[config.mk]
export PLATFORM = sky130hd
export DESIGN_NAME = alm_vector
export DESIGN_NICKNAME = d
export VERILOG_FILES = /design/src/rtl/alm_vector_pkg.sv /design/src/rtl/alm_vector.sv
export SDC_FILE = /design/constraint.sdc
export NUM_CORES = 1
export LEC_CHECK = 0
export BUFFER_PORTS_ARGS = -buffer_cell sky130_fd_sc_hd__buf_2
export CAP_MARGIN = 20
export CORE_UTILIZATION = 32
export DETAILED_ROUTE_END_ITERATION = 8
export GPL_TIMING_DRIVEN = 0
export PLACE_DENSITY = 0.59
export SLEW_MARGIN = 20
export SYNTH_ARGS = -nofsm -noshare
export SYNTH_HDL_FRONTEND = slang
export SYNTH_SLANG_ARGS = --single-unit
[constraint.sdc]
create_clock -name iclk -period 1.8 [get_ports iclk]
set_input_delay 0.27 -clock iclk [delete_from_list [all_inputs] [get_ports iclk]]
set_output_delay 0.27 -clock iclk [all_outputs]
set_load 0.005 [all_outputs]
[src/rtl/alm_vector_pkg.sv]
// alm_vector_pkg: shared constants and types for the serial-to-parallel collector.
//   ANCHO_DEF - default word width / samples per frame
//   palabra_t - word type at the default width
package alm_vector_pkg;

  localparam int unsigned ANCHO_DEF = 8;

  typedef logic [ANCHO_DEF-1:0] palabra_t;

endpackage

[src/rtl/alm_vector.sv]
// alm_vector: serial-to-parallel bit collector.
// Samples isenal on every rising iclk edge and assembles ANCHO consecutive
// samples into a word, published on oValor together with a one-cycle oValido
// strobe. Capture is continuous and frames are back-to-back.
//   iclk    - system clock, rising edge
//   irst_n  - asynchronous active-low reset
//   isenal  - serial data bit (must be synchronous to iclk)
//   oValor  - last completed word, held between frames
//   oValido - high for one cycle after oValor is updated
module alm_vector
  import alm_vector_pkg::*;
#(
  parameter int unsigned ANCHO       = ANCHO_DEF,
  parameter bit          MSB_PRIMERO = 1'b1
) (
  input  logic             iclk,
  input  logic             irst_n,
  input  logic             isenal,
  output logic [ANCHO-1:0] oValor,
  output logic             oValido
);

  localparam int unsigned      CW     = $clog2(ANCHO);
  localparam logic [CW-1:0]    ULTIMO = CW'(ANCHO - 1);

  logic [ANCHO-1:0] sr;
  logic [ANCHO-1:0] sr_sig;
  logic [CW-1:0]    cnt;

  // Next shift-register value, including the bit sampled on this edge; the
  // completed word is taken from here so the last bit lands with no extra delay.
  generate
    if (MSB_PRIMERO) begin : g_msb
      always_comb sr_sig = {sr[ANCHO-2:0], isenal};
    end else begin : g_lsb
      always_comb sr_sig = {isenal, sr[ANCHO-1:1]};
    end
  endgenerate

  always_ff @(posedge iclk or negedge irst_n) begin
    if (!irst_n) begin
      sr      <= '0;
      cnt     <= '0;
      oValor  <= '0;
      oValido <= 1'b0;
    end else begin
      sr <= sr_sig;
      if (cnt == ULTIMO) begin
        cnt     <= '0;
        oValor  <= sr_sig;
        oValido <= 1'b1;
      end else begin
        cnt     <= cnt + CW'(1);
        oValido <= 1'b0;
      end
    end
  end

endmodule

# [Word-level counts from Yosys, hierarchy flattened]
# Index checks and enable logic that the tools add are counted.
[word_totals] ff_bits=19 inputBits=3 out_inout_bits=9 elab_cells=8
[classes] addsub=1 n_eq_ne=1 mux=2
[op_table] cell="3-bit by 1-bit adder with 3-bit output (second input constant)" n=1
[op_table] cell="3-bit equality test (second input constant)" n=1
[op_table] cell="3-bit 2-to-1 mux" n=1
[op_table] cell="1-bit 2-to-1 mux" n=1

# [Depth between registers and ports, before layout]
[logic_depth] ltp_word=2 depth_mapped=4 mapped_depth_nobuf=3

# [Worst setup path after synthesis]
# Ideal clock, no wire load.
[synth_path] kind="reg2reg" startpoint="register cnt[0]" endpoint="register oValor[0]" setup_ns=0.125 arrival_ns=1.177 t_required_ns=1.675 setup_slack_ns=0.498 stages_incl_launch_ff=5 n_path_buf=1 period_less_slack_ns=1.302 path_cell_list="dfrtp_1 ha_1 ha_1 buf_6 mux2_4"
[synth_between] elab_chain_cells=1
[synth_lines] item="start: declaration" line="alm_vector.sv:28" rtl="logic [CW-1:0] cnt;"
[synth_lines] item="start signal: assignment" line="alm_vector.sv:53" rtl="cnt <= cnt + CW'(1);"
[synth_lines] item="3-bit equality test" line="alm_vector.sv:48" rtl="if (cnt == ULTIMO) begin"
[synth_lines] item="end signal: assignment" line="alm_vector.sv:50" rtl="oValor <= sr_sig;"
[synth_lines] item="end: declaration" line="alm_vector.sv:19" rtl="output logic [ANCHO-1:0] oValor,"
# No other way between the ends.
# A chain may end at the register's enable or synchronous reset.

# [Final worst setup path]
[layout_path] startpoint="register cnt[0]" endpoint="register oValor[4]"
# Same word-level chain as after synthesis.

==> metrics.yaml <==
cells_and_area:
  final_common_cell: "dfrtp_1"
  area_delta_synth_final_pct: 19.5
  mostFrequentLayoutCells: "dfrtp_1, buf_2, mux2_4, ha_1, clkbuf_4"
  fill_cells: 183
  diodes: 0
  finalNetCount: 55
  stdcell_count: 73
  postLayoutCoreUtil: 0.425
  layout-drive-gt1-share: 0.500
cts:
  cts_setup_buffers: 0
  cts_buffer_depth: 2
  clock_latency_ns: 0.30
  cts_tree: "built"
  htreeDepth: 1
  cts_hold_buf: 1
  cts_made_buffers: 3
  clkSlewWorstSetupHoldPaths_ns: 0.11
  post_cts_resized: 0
  root_buffer: "clkbuf_4"
  cts_num_sinks: 19
placement:
  dp_cells: 68
  globalplace.congestion: 0.642
  io_buffers: 11
pwr:
  leakage_nw: 0.382
  switching_share: 0.218
  pwr-share-clk: 0.306
  p_int_uw: 549
  power_switching_uw: 153
  combinationalPowerShare: 0.049
  ir_worst_vdd_v: 0.000543
  pwr-share-seq: 0.644
  p_per_area_mw_per_mm2: 906
die:
  die_h_um: 47.0
  ios: 12
  rows: 15
  start_util: 0.356
  fp.coreArea_sq_mm: 0.00182
  die_area_sq_mm: 0.00221
  die_x_um: 47.0
synthesis:
  seq_area_frac_synth: 0.734
  synth-warning-count: 0
  synth.distinct_cells: 5
  syn-mean-instance-area_sq_um: 20.3
  netlist_area_sq_um: 648
  ys_ff_latch: 19
  syn_inst: 32
  syn-num-nets: 38
global_routing:
  overflow: 0
  grt_max_degree: 20
  grt_pass1_wl_um: 1270
  gr-usage-all-layers: 0.0941
  antenna_found_initial: 0
  grt_pass1_vias: 301
setup_path:
  worstPathMaxFanout: 9
  worst_setup_path_end_kind: "register"
  critPathRequiredTime_ns: 1.98
  critPathKind: "register to register"
  crit_arrival_ns: 1.56
  cp-start-kind: "register"
sta:
  slew_violations: 0
  clock_skew_ns: 0.0138
  hold_viol: 0
  max_freq_mhz: 725
  setup_violations: 0
  tns_ns: 0
  slew_headroom: 0.734
  worstMarginPinSlew_ns: 0.400
  fin_crit_sh: 0.766
  period_needed_ns: 1.38
  rsz0062_at_grt: "no"
route:
  vias: 301
  via_per_inst: 4.12
  wl_per_cell_um: 10.7
  drtAntennaViolNets: 0
  first_pass_iters: 3
  drt_iter0_drc: 2
  remaining_drc_errors: 0
  finalWirelength_um: 780
job:
  maxCapViolCount: 0
outcome:
  status: "finished, final reports clean"
hold_path:
  hold_path_class: "input port to register"
[cells in the mapped netlist]
| cell type | n | share of area |
|---|---|---|
| ha_1 | 3 | 0.058 |
| buf_6 | 1 | 0.017 |
| mux2_4 | 8 | 0.19 |
| dfrtp_1 | 19 | 0.73 |
| nor2_1 | 1 | 0.0058 |
[cells by family after synthesis]
kind of cell,synth area share
buf+inv,0.0174
flops,0.734
fa+ha+maj,0.0579
mux,0.185
simple gates,0.00579
[critical path, cell delays in order (launching register included)]
cell and delay [ns]:
dfrtp_1 0.40, ha_1 0.22, ha_1 0.19, buf_6 0.15, mux2_4 0.29
[sequential cells by signal, summed over array words and instances (netlist names)]
name / flops
cnt: 3
oValor: 8
oValido: 1
sr: 7
[final timing paths]
kind / startpoint / endpoint / slack [ns] / cells past startpoint
worst min register to register: sr[3] / sr[4] / 0.39 / 0
worst max-delay path: cnt[0] / oValor[4] / 0.42 / 4
max in group asynchronous: irst_n / sr[3] / 1.09 / 2
worst min-delay path: isenal / sr[0] / 0.08 / 1
worst max register to register: cnt[0] / oValor[4] / 0.42 / 4
min in group asynchronous: irst_n / oValido / 0.41 / 2
[per-stage QoR]
stage	power [mW]	area, sq um	worst slack (ns)	hold WS [ns]
floorplan	0.473	648	0.498	-0.0256
global placement	0.494	734	0.459	0.225
detailed placement	0.495	734	0.447	0.227
CTS	0.719	774	0.413	0.0652
global route	0.742	774	0.380	0.0563
finish	0.701	774	0.421	0.0806
[routing by layer]
metal | track usage | vias to the layer above | routed length [um]
met5 | 0 | - | 0
met4 | 0.0343 | 0 | 0
met3 | 0.0808 | 0 | 60
met2 | 0.125 | 13 | 334
met1 | 0.110 | 148 | 385
li1 | - | 140 | -
[layout make-up]
cell class	instances	area (sq um)	share of cell area
buffer	1	11.3	0.0145
clock inverter	1	7.51	0.00969
clock buffer	3	22.5	0.0291
timing repair buffer	12	65.1	0.0840
multi-input combinational	12	161	0.208
tap	25	31.3	0.0404
sequential	19	475	0.614
[power groups by stage]
stage	logic (mW)	clock network (mW)	registers, mW
after detailed placement	0.0343	0	0.461
after global placement	0.0340	0	0.460
after floorplan	0.0131	0	0.460
final	0.0345	0.215	0.452
after CTS	0.0359	0.231	0.452
after global routing	0.0402	0.248	0.454
(Power assumes the default switching activity.)
